--- src/rtl/state_dump_reader.sv ---
// Freezes the core and streams every RF entry then every DM word; DUMP_CHECKSUM_EN appends a 32-bit sum word.
// Latency: first word valid on the second edge after start; one word per cycle when the consumer is ready.
// Backpressure: one-entry output register; words, tags and read addresses hold while out_valid && !out_ready.
module state_dump_reader #(
    parameter int RF_DEPTH = 32,
    parameter int DM_DEPTH = 32,
    parameter int DM_AW    = 5,
    parameter int IDX_W    = 5
) (
    input  logic             clk,
    input  logic             rst_n,
    input  logic             start,
    output logic             busy,
    output logic             done,
    output logic             cpu_hold,
    output logic [4:0]       rf_raddr,
    input  logic [31:0]      rf_rdata,
    output logic [DM_AW-1:0] dm_raddr,
    input  logic [31:0]      dm_rdata,
    output logic             out_valid,
    input  logic             out_ready,
    output logic [31:0]      out_data,
    output logic [1:0]       out_space,
    output logic [IDX_W-1:0] out_index
);

`ifdef DUMP_CHECKSUM_EN
    typedef enum logic [2:0] {IDLE, RD_RF, RD_DM, CSUM, DRAIN} state_t;
`else
    typedef enum logic [2:0] {IDLE, RD_RF, RD_DM, DRAIN} state_t;
`endif

    localparam logic [IDX_W-1:0] RF_LAST = IDX_W'(RF_DEPTH - 1);
    localparam logic [IDX_W-1:0] DM_LAST = IDX_W'(DM_DEPTH - 1);
    localparam logic [IDX_W-1:0] IDX_ONE = IDX_W'(1);

    state_t           state;
    logic [IDX_W-1:0] idx;
    logic [IDX_W-1:0] idx_inc;
    logic             slot_free;

`ifdef DUMP_CHECKSUM_EN
    logic [31:0]      sum;
`endif

    assign slot_free = !out_valid || out_ready;
    assign idx_inc   = idx + IDX_ONE;
    assign cpu_hold  = busy;

    always_ff @(posedge clk or negedge rst_n) begin
        if (!rst_n) begin
            state     <= IDLE;
            idx       <= '0;
            busy      <= 1'b0;
            done      <= 1'b0;
            out_valid <= 1'b0;
            out_data  <= '0;
            out_space <= '0;
            out_index <= '0;
            rf_raddr  <= '0;
            dm_raddr  <= '0;
`ifdef DUMP_CHECKSUM_EN
            sum       <= '0;
`endif
        end else begin
            done <= 1'b0;
            // A consumed word with no replacement empties the slot; loads below override this.
            if (out_valid && out_ready)
                out_valid <= 1'b0;

            case (state)
                IDLE: begin
                    if (start) begin
                        state    <= RD_RF;
                        idx      <= '0;
                        busy     <= 1'b1;
                        rf_raddr <= '0;
                        dm_raddr <= '0;
`ifdef DUMP_CHECKSUM_EN
                        sum      <= '0;
`endif
                    end
                end
                RD_RF: begin
                    if (slot_free) begin
                        out_valid <= 1'b1;
                        out_data  <= rf_rdata;
                        out_space <= 2'b00;
                        out_index <= idx;
`ifdef DUMP_CHECKSUM_EN
                        sum       <= sum + rf_rdata;
`endif
                        if (idx == RF_LAST) begin
                            idx   <= '0;
                            state <= RD_DM;
                        end else begin
                            idx      <= idx_inc;
                            rf_raddr <= 5'(idx_inc);
                        end
                    end
                end
                RD_DM: begin
                    if (slot_free) begin
                        out_valid <= 1'b1;
                        out_data  <= dm_rdata;
                        out_space <= 2'b01;
                        out_index <= idx;
`ifdef DUMP_CHECKSUM_EN
                        sum       <= sum + dm_rdata;
`endif
                        if (idx == DM_LAST) begin
                            idx   <= '0;
`ifdef DUMP_CHECKSUM_EN
                            state <= CSUM;
`else
                            state <= DRAIN;
`endif
                        end else begin
                            idx      <= idx_inc;
                            dm_raddr <= DM_AW'(idx_inc);
                        end
                    end
                end
`ifdef DUMP_CHECKSUM_EN
                CSUM: begin
                    if (slot_free) begin
                        out_valid <= 1'b1;
                        out_data  <= sum;
                        out_space <= 2'b10;
                        out_index <= '0;
                        state     <= DRAIN;
                    end
                end
`endif
                DRAIN: begin
                    // Slot always holds the final word here; its handshake ends the dump.
                    if (out_ready) begin
                        out_valid <= 1'b0;
                        busy      <= 1'b0;
                        done      <= 1'b1;
                        state     <= IDLE;
                    end
                end
                default: state <= IDLE;
            endcase
        end
    end

endmodule

--- config.mk ---
export PLATFORM = sky130hd
export DESIGN_NAME = state_dump_reader
export DESIGN_NICKNAME = d
export VERILOG_FILES = /design/src/rtl/state_dump_reader.sv
export SDC_FILE = /design/constraint.sdc
export NUM_CORES = 1
export LEC_CHECK = 0
export ABC_CLOCK_PERIOD_IN_PS = 4200
export CELL_PAD_IN_SITES_DETAIL_PLACEMENT = 1
export CELL_PAD_IN_SITES_GLOBAL_PLACEMENT = 1
export CORE_UTILIZATION = 34
export DETAILED_ROUTE_END_ITERATION = 8
export PLACE_DENSITY_LB_ADDON = 0.1
export SLEW_MARGIN = 5
export SYNTH_ARGS = -nofsm -noshare
export SYNTH_HDL_FRONTEND = slang
export SYNTH_SLANG_ARGS = --single-unit
export TNS_END_PERCENT = 100
--- constraint.sdc ---
create_clock -name clk -period 4.2 [get_ports clk]
set_input_delay 0.63 -clock clk [delete_from_list [all_inputs] [get_ports clk]]
set_output_delay 0.63 -clock clk [all_outputs]
set_load 0.005 [all_outputs]
Word level (Yosys, flattened, before mapping)

Cells that the tools add are included.

Register bits after elaboration: 60
Output and inout port bits: 53
Bits of input ports: 68
Logic and storage cells: 71

Muxes and demuxes: 30
Equal/unequal tests: 13
Reductions and logical operators: 17
$add $sub $neg: 1

Operators by type and width:

| cell                  | number |
|---|---|
| $mux W32              | 2 |
| $pmux W32 S2          | 1 |
| $pmux W5 S2           | 3 |
| $mux W5               | 5 |
| $mux W3               | 6 |
| $ne A2 B2 Y1 const B  | 8 |
| $pmux W3 S4           | 1 |
| $reduce_bool A2 Y1    | 5 |
| $reduce_and A3 Y1     | 3 |
| $reduce_and A4 Y1     | 2 |
| $mux W1               | 7 |
| $eq A3 B2 Y1 const B  | 2 |
| $reduce_and A6 Y1     | 1 |
| $add A5 B1 Y5 const B | 1 |
| $eq A5 B5 Y1 const B  | 1 |
| $mux W2               | 2 |
| $pmux W1 S2           | 2 |
| $pmux W2 S2           | 1 |
| $eq A3 B1 Y1 const B  | 1 |
| $logic_not A3 Y1      | 1 |
| $ne A2 B1 Y1 const B  | 1 |
| $reduce_and A2 Y1     | 1 |
| $reduce_or A2 Y1      | 1 |
| $logic_and A1 B1 Y1   | 1 |
| other kinds (2)       | 2 |

Depth between registers and ports, before layout

Gate-level depths: netlist of run 1.

Depth in word-level cells: 4
Gate-level depth with buffers: 8
Mapped depth without buffers: 7

Worst setup path before layout of run 1

Ideal clock, no wire load.

Path type: reg2reg
Start point: reg idx[0]
End point: reg dm_raddr[0]
Setup time: 0.135 ns
Arrival time: 1.791 ns
Data required time: 4.065 ns
Setup slack: 2.274 ns
Cell stages (with the launch flop): 8
Path buffers: 1
Period minus slack after synthesis: 1.926 ns
Cells stage by stage: dfrtp_1 -> ha_1 -> and3_1 -> ha_1 -> clkbuf_1 -> nand2b_1 -> a211oi_1 -> o21ai_0

Cells in the longest elaborated chain, start to end: 4
Elaborated cells on any way between the ends: 7
Classes of those cells: add/sub: 1; eq/ne: 2; mux: 3; reduce/logical: 1

Ends and longest elaborated chain:

| item                     | RTL line | RTL |
|---|---|---|
| start: declaration       | 38       | `logic [IDX_W-1:0] idx;` |
| start signal: assignment | 97       | `idx <= idx_inc;` |
| start signal: assignment | 119      | `idx <= idx_inc;` |
| $add A5 B1 Y5            | 47       | `assign idx_inc = idx + IDX_ONE;` |
| $mux W5                  | 111      | `if (idx == DM_LAST) begin` |
| $mux W5                  | -        |  |
| $pmux W5 S2              | 71       | `case (state)` |
| end signal: assignment   | 120      | `dm_raddr <= DM_AW'(idx_inc);` |
| end: declaration         | 18       | `output logic [DM_AW-1:0] dm_raddr,` |

Several ways; a longest one is shown, not always the timed one. The select of a mux whose other input is x is not followed.
A chain may end at the register's enable or synchronous reset.

Worst setup path after layout of run 1

Start point: in out_ready
End point: reg out_data[2]

Cells in the longest elaborated chain, start to end: 3
Elaborated cells on any way between the ends: 4
Classes of those cells: eq/ne: 2; reduce/logical: 2

Ends and longest elaborated chain:

| item                                   | RTL line | RTL |
|---|---|---|
| start: declaration                     | 21       | `input logic out_ready,` |
| $logic_or A1 B1 Y1 (*)                 | 46       | `assign slot_free = !out_valid \|\| out_ready;` |
| $ne A2 B2 Y1 (no source line)          | -        |  |
| $reduce_and A3 Y1 (no source line) (*) | -        |  |
| end signal: assignment                 | 87       | `out_data <= rf_rdata;` |
| end signal: assignment                 | 105      | `out_data <= dm_rdata;` |
| end: declaration                       | 22       | `output logic [31:0] out_data,` |

Every way passes the cells marked *; elsewhere a longest branch is shown, timed or not.

==> results of run 1 <==
[area by class of cell]
cell class / instances / area, µm² / area share [%]
Clock buffer: 15 / 196 / 4.58
Clock inverter: 1 / 5.00 / 0.117
Inverter: 13 / 48.8 / 1.14
Multi-Input combinational cell: 195 / 1250 / 29.1
Sequential cell: 58 / 1450 / 33.8
Tap cell: 105 / 131 / 3.06
Timing Repair Buffer: 122 / 1210 / 28.2
[Yosys cell counts, types with 3 or more instances]
cell type and n:
a21oi_1 36, a22oi_1 3, buf_2 10, clkbuf_1 3, dfrtp_1 58, ha_1 7
inv_1 13, mux2i_1 34, nand2_1 16, nand2b_1 3, nand3_1 3, nand4_1 4
nor2_1 40, o21a_1 4, o21ai_0 18
[worst register-to-register path, stage by stage, from the launching register on]
cell	delay [ps]
dfrtp_1	390
ha_1	250
and3_1	220
ha_1	300
nand2b_1	330
a211oi_1	420
o21ai_0	150
[worst min-delay path by stage]
stage	from	to	cells past startpoint	slack [ps]
2_1_floorplan	rst_n	busy	0	330
3_3_place_gp	out_index[2]	out_index[2]	2	460
3_5_place_dp	out_index[2]	out_index[2]	2	470
4_1_cts	rst_n	out_data[13]	1	370
5_1_grt	rst_n	out_data[13]	1	410
6_report	rst_n	out_data[13]	1	340
[power groups by stage]
| stage | Sequential [W] | Combinational [W] | Clock, W |
|---|---|---|---|
| 2_1_floorplan | 0.000944 | 0.000942 | 0 |
| 3_5_place_dp | 0.000942 | 0.00164 | 0 |
| 4_1_cts | 0.000935 | 0.00166 | 0.000526 |
| 5_1_grt | 0.000964 | 0.00181 | 0.000558 |
| 6_report | 0.000931 | 0.00163 | 0.000514 |
| 3_3_place_gp | 0.000933 | 0.00160 | 0 |
[state kept, by name, indices dropped and copies added, names as in the netlist]
name,flops
idx,5
out_data,32
done,1
state,2
dm_raddr,5
out_index,5
out_space,1
busy,1
rf_raddr,5
out_valid,1
[metal layers]
metal | track usage (%) | up-vias | share of wire, %
met5 | 0 | - | 0
met4 | 6.15 | 0 | 1.2
met3 | 6.10 | 12 | 7.1
met2 | 28.4 | 77 | 47
met1 | 24.9 | 1189 | 44
li1 | - | 1208 | -
[logic make-up (layout without fill, tap and decap cells)]
family,count (synthesis),in the layout
buf+inv,30,151
flops,58,58
xor+xnor,2,2
simple gates,77,77
mux,36,36
other cells,1,1
compound gates,72,72
fa+ha+maj,7,7
[through the flow]
stage / std cells / setup WS, ps / power, W
detailed placement: 493 / 1680 / 0.00258
finish: 509 / 1980 / 0.00307
global route: 509 / 1780 / 0.00333
CTS: 509 / 1990 / 0.00312
global placement: 493 / 1760 / 0.00254
floorplan: 283 / 2270 / 0.00189
==> impl_metrics.yaml, run 1 <==
sta:
  fmax_mhz: 451
  fin_worst_skew_ps: 9.32
  relSlewSlack_pct: 45.7
  setup_viol: 0
  slew_violations: 0
  hold_viol_final: 0
  min_period_ps: 2220
  setup_tns_ps: 0
  worst_slew_pin_slew_ps: 813
  hold_ws_ps: 343
  min_period_over_period_pct: 52.8
  rsz0062_at_grt: "no"
critical_path:
  reg2reg_slack_ps: 1990
  start_kind: "primary input"
  cp.buffers_inverters: 2
  reg2reg_to: "dm_raddr[1]"
  crit_slowest_cell: "nor2b_1"
  crit_required_ps: 4380
  crit_type: "in2reg"
  reg2regPathDepth: 6
  crit_end: "out_data[2]"
  cp.depth: 6
  crit_chain: "clkdlybuf4s50_1 -> nor2b_1 -> nor2_4 -> buf_4 -> nor2_1 -> a21oi_1"
  critPathMaxFanout: 64
  critPathTopFamily: "simple AND/OR/NAND/NOR gates"
  max_stage_delay_ps: 660
  rr_startpoint: "idx[0]"
  cp-startpoint: "out_ready"
  cp_data_arrival_time_ps: 2400
  endpoint_kind: "flip-flop"
worst_hold_path:
  holdCritPathClass: "in2async"
power:
  power_density_nw_per_um2: 716
  internal_power_w: 0.00189
  switching_power_w: 0.00118
  seqPwrFrac_pct: 30.3
  pwr-share-clk_pct: 16.7
  combPwrFrac_pct: 53.0
  power.leakage_nw: 1.82
  peakVddDrop_uv: 272
  power_switching_share_pct: 38.4
global_route:
  antenna_found_initial: 0
  grt_overflow: 0
  grt_max_degree: 65
  grt_pass1_wl_mm: 12.5
  grt_pass1_vias: 2508
  grt_usage_pct: 18.6
clock_network:
  cts.path.max_buffers: 2
  post_cts_buffers: 0
  cts.repair.resized: 0
  h-tree-depth: 3
  cts_sinks: 58
  clock_latency_ps: 340
  cts_made_buffers: 9
  cts_tree: "yes"
  hold_buffers: 0
  clockRootBuffer: "clkbuf_8"
  path_clk_slew_ps: 60
layout:
  drive_gt1_share_pct: 6.68
  antennaDiodeCount: 0
  final_cell_mix: "clkdlybuf4s50_1 (118), dfrtp_1 (58), nor2_1 (40)"
  layout_commonest_cell: "clkdlybuf4s50_1"
  nets: 474
  final_area_um2: 4290
  fillerInstances: 913
  areaGrowthSynthToFinish_pct: 50.6
  fin_util_pct: 52.5
synth:
  ys_warn_count: 0
  syn_inst: 283
  synth_flop_cell: "dfrtp_1"
  synth_edf_count: 0
  async_flop_share_pct: 100
  synth_compound_area_share_pct: 14.9
  synthXorXnorAreaFrac_pct: 0.615
  ys_seq_elements: 58
  synth_top_family_by_area: "compound AO/OA/AOI/OAI gates"
  synth_top_area_cell: "dfrtp_1"
  syn-mean-instance-area_um2: 10.1
  synthTopCellsByArea: "dfrtp_1 (51%), mux2i_1 (12%), a21oi_1 (6.3%)"
  yosys.area.top_type_share_pct: 50.9
  synth-simple-area-share_pct: 12.3
  synth_cell_type_count: 39
  synthesis.area_um2: 2850
  syn-num-nets: 358
  synthAdderAreaFrac_pct: 3.07
  synthMuxAreaShare_pct: 12.7
  synth-seq-area-share_pct: 50.9
drt:
  dr_total_vias: 2486
  firstDrtPassIters: 4
  ant_nets: 0
  vias_per_cell: 4.88
  drt_wl_total_mm: 7.59
  drc: 0
  wl_per_cell_um: 14.9
  drtIter0Drc: 99
placed_design:
  detailed_place_hpwl_mm: 5.59
  placed_area_um2: 4090
  gp_congestion: 0.771
  io_buffers: 119
die:
  core_area_um2: 8180
  die_area_um2: 8750
  fp-row-count: 33
  ios: 121
  die_w_um: 93.5
  die_y_um: 93.5
  start_util_pct: 34.8
outcome:
  status: "completed"
job:
  maxCapViolCount: 0
No activity file was read; power rests on OpenSTA's default activity.
==> run 2: changes to the inputs <==
ABC_CLOCK_PERIOD_IN_PS = 2050   (was 4200)
CORE_UTILIZATION = 31   (was 34)
clock period = 2.05 ns   (was 4.2 ns; I/O delays follow)
==> run 2 against run 1 <==
The run now ends with DRC left. Highest routed layer unchanged. Hold slack improved by 140 ps. Sequential power increased by 100%. Global-route usage decreased by 1.4 points. Critical path depth increased by 1. Clock-buffer cell count decreased by 4. Cell count increased by 2.6%. First-iteration DRC count decreased by 5.1%. Non-clock buffer count increased by 10. Die area increased by 9.5%. Worst setup slack got worse by 1800 ps. Sequential share of layout area decreased by 0.65 points.
==> impl_metrics.yaml, run 2 (same netlist as run 1, synthesis figures left out) <==
layout:
  layout_commonest_cell: "clkdlybuf4s50_1"
  nets: 484
  fin_cells: 522
  areaGrowthSynthToFinish_pct: 53.6
  final_cell_mix: "clkdlybuf4s50_1 (118), dfrtp_1 (58), nor2_1 (40)"
  fin_util_pct: 49.7
  fillerInstances: 1011
  largest_register_ffs: 32
  regMostFlops: "out_data"
  drive_gt1_share_pct: 9.18
  antennaDiodeCount: 0
power:
  power.leakage_nw: 1.86
  peakVddDrop_uv: 488
  power_density_nw_per_um2: 1450
job:
  maxCapViolCount: 0
clock_network:
  clockRootBuffer: "clkbuf_8"
  cts.path.max_buffers: 2
  cts_made_buffers: 9
  clock_latency_ps: 330
  path_clk_slew_ps: 70
  cts_sinks: 58
  h-tree-depth: 3
  cts_tree: "yes"
global_route:
  grt_pass1_wl_mm: 12.9
  grt_usage_pct: 17.3
  grt_max_degree: 65
  grt_overflow: 0
  grt_pass1_vias: 2617
  antenna_found_initial: 0
critical_path:
  crit_type: "reg2reg"
  rr_startpoint: "idx[0]"
  endpoint_kind: "flip-flop"
  reg2regPathDepth: 7
  start_kind: "flip-flop"
  cp_data_arrival_time_ps: 2110
  reg2reg_slack_ps: 140
  critPathMaxFanout: 8
  crit_required_ps: 2250
  reg2reg_to: "dm_raddr[0]"
sta:
  min_period_over_period_pct: 93.1
  fmax_mhz: 524
  hold_viol_final: 0
  setup_viol: 0
  relSlewSlack_pct: 47.7
  setup_tns_ps: 0
  worst_slew_pin_slew_ps: 783
  slew_violations: 0
  fin_worst_skew_ps: 7.29
  rsz0062_at_grt: "no"
  min_period_ps: 1910
outcome:
  violations: "DRC"
  status: "finished with violations"
die:
  core_area_um2: 8810
  ios: 121
  fp-row-count: 34
  die_area_um2: 9580
  start_util_pct: 32.4
  die_w_um: 97.9
  die_y_um: 97.9
drt:
  dr_total_vias: 2535
  drtIter0Drc: 94
  ant_nets: 0
  drt_wl_total_mm: 7.91
  firstDrtPassIters: 6
  drc: 4
  wl_per_cell_um: 15.2
  vias_per_cell: 4.86
placed_design:
  dp_cells: 505
  detailed_place_hpwl_mm: 5.87
  io_buffers: 119
  gp_congestion: 0.781
worst_hold_path:
  hold_path_end: "out_index[2]"
  hold_depth: 2
  hp-start: "out_index[2]"
  holdCritPathClass: "reg2reg"
## run 2: area by class of cell
cell class                      instances  area (µm²)  share of cell area (%)
Inverter                               13        48.8                    1.12
Multi-Input combinational cell        195        1260                    28.7
Timing Repair Buffer                  132        1310                    30.0
Sequential cell                        58        1450                    33.2
Clock inverter                          5        30.0                   0.686
Tap cell                              108         135                    3.09
Clock buffer                           11         141                    3.23
## run 2: power by group
group          total (W)  internal [W]  switching [W]
Combinational    0.00353       0.00177        0.00176
Clock           0.000928      0.000465       0.000463
Sequential       0.00190       0.00163       0.000270
Total            0.00636       0.00387        0.00249
## run 2: worst max-delay path by stage
stage / start / endpoint / slack, ps
global route: idx[0] / rf_raddr[4] / 8
global placement: out_ready / rf_raddr[0] / 50
finish: idx[0] / dm_raddr[0] / 140
floorplan: idx[0] / dm_raddr[0] / 120
CTS: idx[0] / dm_raddr[0] / 40
detailed placement: out_ready / out_data[18] / -10
## run 2: per-layer routing
layer / share of wire, % / global-route usage [%] / vias up
met1: 42 / 20.0 / 1223
met4: 2.1 / 7.58 / 0
met2: 51 / 29.9 / 70
met5: 0 / 0 / -
met3: 5.4 / 4.80 / 13
li1: - / - / 1229
## run 2: critical path, stage by stage, from the launching register on
cell,delay [ps]
dfrtp_1,400
ha_1,260
and3_1,200
ha_2,230
nand2b_1,210
a211oi_2,240
buf_4,160
o21ai_0,80
## run 2: per-stage QoR
step / power, W / setup slack [ps] / area [µm²] / hold slack (ps)
after floorplan: 0.00386 / 124 / 2850 / 11.9
after global placement: 0.00540 / 45.7 / 4190 / 342
after detailed placement: 0.00548 / -10.4 / 4190 / 339
after CTS: 0.00646 / 36.9 / 4370 / 497
after global routing: 0.00688 / 7.99 / 4380 / 527
final: 0.00636 / 142 / 4380 / 486
## run 2: what timing repair did
item                       CTS  global route
hold buffers                 1             0
gates resized for setup      0             2
setup buffers                0             0
setup endpoints to repair    0             8
hold endpoints to repair    58             0
